## config.mk

```make
export PLATFORM = sky130hd
export DESIGN_NAME = pipeline_hazard_ctrl
export DESIGN_NICKNAME = d
export VERILOG_FILES = /design/src/rtl/pipeline_hazard_ctrl.sv
export SDC_FILE = /design/constraint.sdc
export NUM_CORES = 1
export LEC_CHECK = 0
export ABC_AREA = 0
export BUFFER_PORTS_ARGS = -buffer_cell sky130_fd_sc_hd__buf_2
export CORE_MARGIN = 10
export CORE_UTILIZATION = 43
export CTS_CLUSTER_SIZE = 40
export DETAILED_ROUTE_END_ITERATION = 8
export MAX_ROUTING_LAYER = met4
export PLACE_DENSITY = 0.75
export SYNTH_ARGS = -nofsm -noshare
export SYNTH_HDL_FRONTEND = slang
export SYNTH_SLANG_ARGS = --single-unit
export TNS_END_PERCENT = 5
```

## constraint.sdc

```tcl
create_clock -name clk -period 1.8 [get_ports clk]
set_input_delay 0.27 -clock clk [delete_from_list [all_inputs] [get_ports clk]]
set_output_delay 0.27 -clock clk [all_outputs]
set_load 0.1 [all_outputs]
```

## src/rtl/pipeline_hazard_ctrl.sv

```systemverilog
// pipeline_hazard_ctrl: operand forwarding, load-use/branch stall-flush and the mul/div hold FSM.
// Define HAZARD_PERF_CNT_EN to add saturating StallCnt/FlushCnt performance counters.
module pipeline_hazard_ctrl #(
  parameter int MD_CYCLES = 8
) (
  input  logic        clk,
  input  logic        rst_n,
  input  logic [4:0]  Rs1D,
  input  logic [4:0]  Rs2D,
  input  logic [4:0]  Rs1E,
  input  logic [4:0]  Rs2E,
  input  logic [4:0]  RdE,
  input  logic [1:0]  ResultSrcE,
  input  logic [4:0]  RdM,
  input  logic [4:0]  RdW,
  input  logic        RegWriteM,
  input  logic        RegWriteW,
  input  logic        PCSrcE,
  input  logic        MulDivE,
  output logic [1:0]  ForwardAE,
  output logic [1:0]  ForwardBE,
  output logic        StallF,
  output logic        StallD,
  output logic        StallE,
  output logic        FlushD,
  output logic        FlushE,
  output logic        MdBusy
`ifdef HAZARD_PERF_CNT_EN
  ,
  output logic [31:0] StallCnt,
  output logic [31:0] FlushCnt
`endif
);
  localparam logic [1:0] IDLE = 2'd0, BUSY = 2'd1, DONE = 2'd2;
  logic [1:0] state;
  logic [7:0] cnt;
  logic lwStall, mdStall, fwdM1, fwdM2, fwdW1, fwdW2;
  assign fwdM1 = RegWriteM && RdM != '0 && RdM == Rs1E;
  assign fwdM2 = RegWriteM && RdM != '0 && RdM == Rs2E;
  assign fwdW1 = RegWriteW && RdW != '0 && RdW == Rs1E;
  assign fwdW2 = RegWriteW && RdW != '0 && RdW == Rs2E;
  assign ForwardAE = fwdM1 ? 2'b10 : fwdW1 ? 2'b01 : 2'b00;
  assign ForwardBE = fwdM2 ? 2'b10 : fwdW2 ? 2'b01 : 2'b00;
  assign lwStall = ResultSrcE == 2'b01 && RdE != '0 && (RdE == Rs1D || RdE == Rs2D);
  // Gated by rst_n so an op sitting in E during reset cannot raise a stall.
  assign mdStall = rst_n && (state == BUSY || (state == IDLE && MulDivE));
  assign MdBusy = state == BUSY;
  assign StallF = lwStall || mdStall;
  assign StallD = StallF;
  assign StallE = mdStall;
  assign FlushD = PCSrcE;
  assign FlushE = (lwStall || PCSrcE) && !mdStall;
  // BUSY lasts MD_CYCLES-2 cycles: leave when the decrement reaches zero.
  always_ff @(posedge clk or negedge rst_n)
    if (!rst_n) begin
      state <= IDLE;
      cnt   <= '0;
    end else begin
      state <= state == IDLE ? (MulDivE ? BUSY : IDLE) :
               state == BUSY ? (cnt == 8'd1 ? DONE : BUSY) : IDLE;
      cnt   <= state == IDLE && MulDivE ? 8'(MD_CYCLES - 2) :
               state == BUSY ? cnt - 8'd1 : cnt;
    end
`ifdef HAZARD_PERF_CNT_EN
  always_ff @(posedge clk or negedge rst_n)
    if (!rst_n) begin
      StallCnt <= '0;
      FlushCnt <= '0;
    end else begin
      if (StallF && !(&StallCnt)) StallCnt <= StallCnt + 32'd1;
      if ((FlushD || FlushE) && !(&FlushCnt)) FlushCnt <= FlushCnt + 32'd1;
    end
`endif
endmodule

```

==> impl_metrics.json <==
{
  "syn_area_per_cell_um2": 8.81,
  "ys_ff_latch": 10,
  "peakVddDrop_mv": 1.19,
  "maxCapViolCount": 0,
  "grt_pass1_wl_mm": 4.89,
  "dp_hpwl_mm": 2.67,
  "port-buffer-count": 52,
  "insertion_delay_ns": 0.27,
  "setup_viol": 3,
  "period_minus_slack_ns": 1.93,
  "vias": 1026,
  "cts_tree": "yes",
  "root_buffer": "clkbuf_4",
  "final.setup.tns_ns": -0.276,
  "critical_path.max_fanout": 3,
  "power.density_mw_per_mm2": 1030,
  "diodes": 0,
  "dp_cells": 189,
  "final_cells": 193,
  "overflow": 0,
  "floorplan.die_area_mm2": 0.00443,
  "yosys.area.top_type_share_pct": 26.8,
  "gp_congestion": 0.951,
  "grt_max_degree": 11,
  "worst_pin_slew_ns": 0.489,
  "violations": "negative setup slack",
  "clk_path_buf_depth": 2,
  "routed_wl_mm": 3.17,
  "vias_per_cell": 5.32,
  "fin_nets": 213,
  "dpl_cell_area_mm2": 0.00143,
  "drtIter0Drc": 22,
  "synth_area_um2": 933,
  "pre_cts_ws_ns": -0.140,
  "wl_per_cell_um": 16.4,
  "post_cts_buffers": 0,
  "antenna_found_initial": 0,
  "cts_buffers": 3,
  "coreArea_mm2": 0.00202,
  "firstDrtPassIters": 4,
  "critical_path_class": "input pin to output pin",
  "finalHoldViolCount": 0,
  "drive_gt1_share_pct": 46.4,
  "finalInstanceArea_mm2": 0.00149,
  "slew_headroom_pct": 67.6,
  "die_w_um": 66.6,
  "netlist_top_cells_area": "dfrtp_1 27%, xor2_1 23%, xnor2_1 5.6%",
  "cp-end-kind": "output pin",
  "worstPathArrival_ns": 1.66,
  "fmax_ghz": 0.517,
  "fin_skew_ns": 0.00756,
  "io-pin-count": 53,
  "required_ns": 1.53,
  "rows": 16,
  "synth_cell_type_count": 31,
  "die-height_um": 66.6,
  "first_global_vias": 1150,
  "nFillCells": 166,
  "holdWs_ns": 0.390,
  "cts.sinks": 10,
  "synth-main-ff-cell": "dfrtp_1",
  "synth_edf_count": 0,
  "start_util_pct": 46.2,
  "syn_nets": 151,
  "setup_ws_ns": -0.133,
  "synthArstFlopShare_pct": 100,
  "rsz0062_at_grt": "true",
  "htreeDepth": 1,
  "synth_warnings": 0,
  "cp-start-kind": "input pin",
  "track_usage_pct": 14.2,
  "leakagePower_nw": 0.681,
  "clk_pin_slew_ns": 0.06,
  "synth_top_area_cell": "dfrtp_1",
  "hold_class": "input pin to register",
  "ant_nets": 0,
  "drcViolationCount": 0,
  "drv_slew": 0,
  "ys_seq_area_share_pct": 26.8,
  "p_total_mw": 1.54,
  "status": "finished, violations left",
  "areaGrowthSynthToFinish_pct": 60.1,
  "fin_crit_sh_pct": 107,
  "syn_inst": 106,
  "fin_util_pct": 73.9
}
## cells in the mapped netlist, types with 3 or more instances
cell type / instances
xnor2_1: 6
or4_1: 4
nor3_1: 4
xor2_1: 24
buf_4: 4
nor2_1: 6
nand3_1: 5
inv_1: 3
nand2_1: 9
dfrtp_1: 10
nor4_1: 3
o21ai_0: 3
## routing by layer
metal	vias to the layer above	track usage [%]	part of all wire, %
li1	497	-	-
met1	482	12.9	36
met2	43	28.1	58
met3	4	3.68	4.8
met4	0	3.93	1.2
met5	-	-	0
## sequential cells by signal, summed over array words and instances (netlist names)
signal and count:
cnt 8, state 2
## critical path, cell delays in order
cell and delay, ns:
buf_2 0.11, xor2_1 0.15, or4_4 0.54, nor4_4 0.36, buf_12 0.22
## placed cells by master (no fill, tap or decap), types with 3 or more instances in the layout
cell	count
clkbuf_4	3
buf_2	40
xnor2_1	6
buf_12	9
nand3_1	5
xor2_1	24
nor3_1	4
or4_4	3
nor2_1	6
dfrtp_1	10
buf_4	11
nand2_1	8
inv_1	3
## power breakdown
part           internal [mW]  switching [mW]
clock                 0.0771          0.0740
sequential             0.330           0.125
combinational          0.371           0.564
total                  0.778           0.763
## cells by family (layout without fill, tap and decap cells)
logic type | Yosys count | in the layout | synth area share, %
fa+ha+maj | 2 | 2 | 2.68
xor+xnor | 30 | 30 | 28.1
simple gates | 39 | 39 | 24.4
buf+inv | 8 | 68 | 4.96
mux | 1 | 1 | 1.07
flops | 10 | 10 | 26.8
compound gates | 16 | 16 | 11.9
## worst paths after layout
check	start	slack, ns	end	depth (start not counted)
worst min register to register	cnt[6]$_DFFE_PN0N_	0.49	cnt[6]$_DFFE_PN0N_	1
max in group asynchronous	rst_n	0.98	cnt[0]$_DFFE_PN0N_	2
worst max-delay path	RdW[3]	-0.13	ForwardAE[0]	5
min in group asynchronous	rst_n	0.51	cnt[2]$_DFFE_PN0N_	2
worst min-delay path	MulDivE	0.39	cnt[0]$_DFFE_PN0N_	3
worst max register to register	cnt[3]$_DFFE_PN0N_	0.16	state[0]$_DFF_PN0_	3
## layout make-up
cell class                      count  area [um^2]  area share, %
Tap cell                           27         33.8           2.26
Sequential cell                    10          250           16.8
Multi-Input combinational cell     88          692           46.3
Clock buffer                        3         22.5           1.51
Timing Repair Buffer               62          484           32.4
Inverter                            3         11.3          0.754
## repair_timing
item / in CTS / in global routing
hold endpoints to repair: 10 / 0
hold buffers: 1 / 0
endpoints found under the setup margin: 5 / 5
gates resized for setup: 3 / 4
pin swaps: 0 / 1
Note: power is estimated with default switching activity, not from simulation.
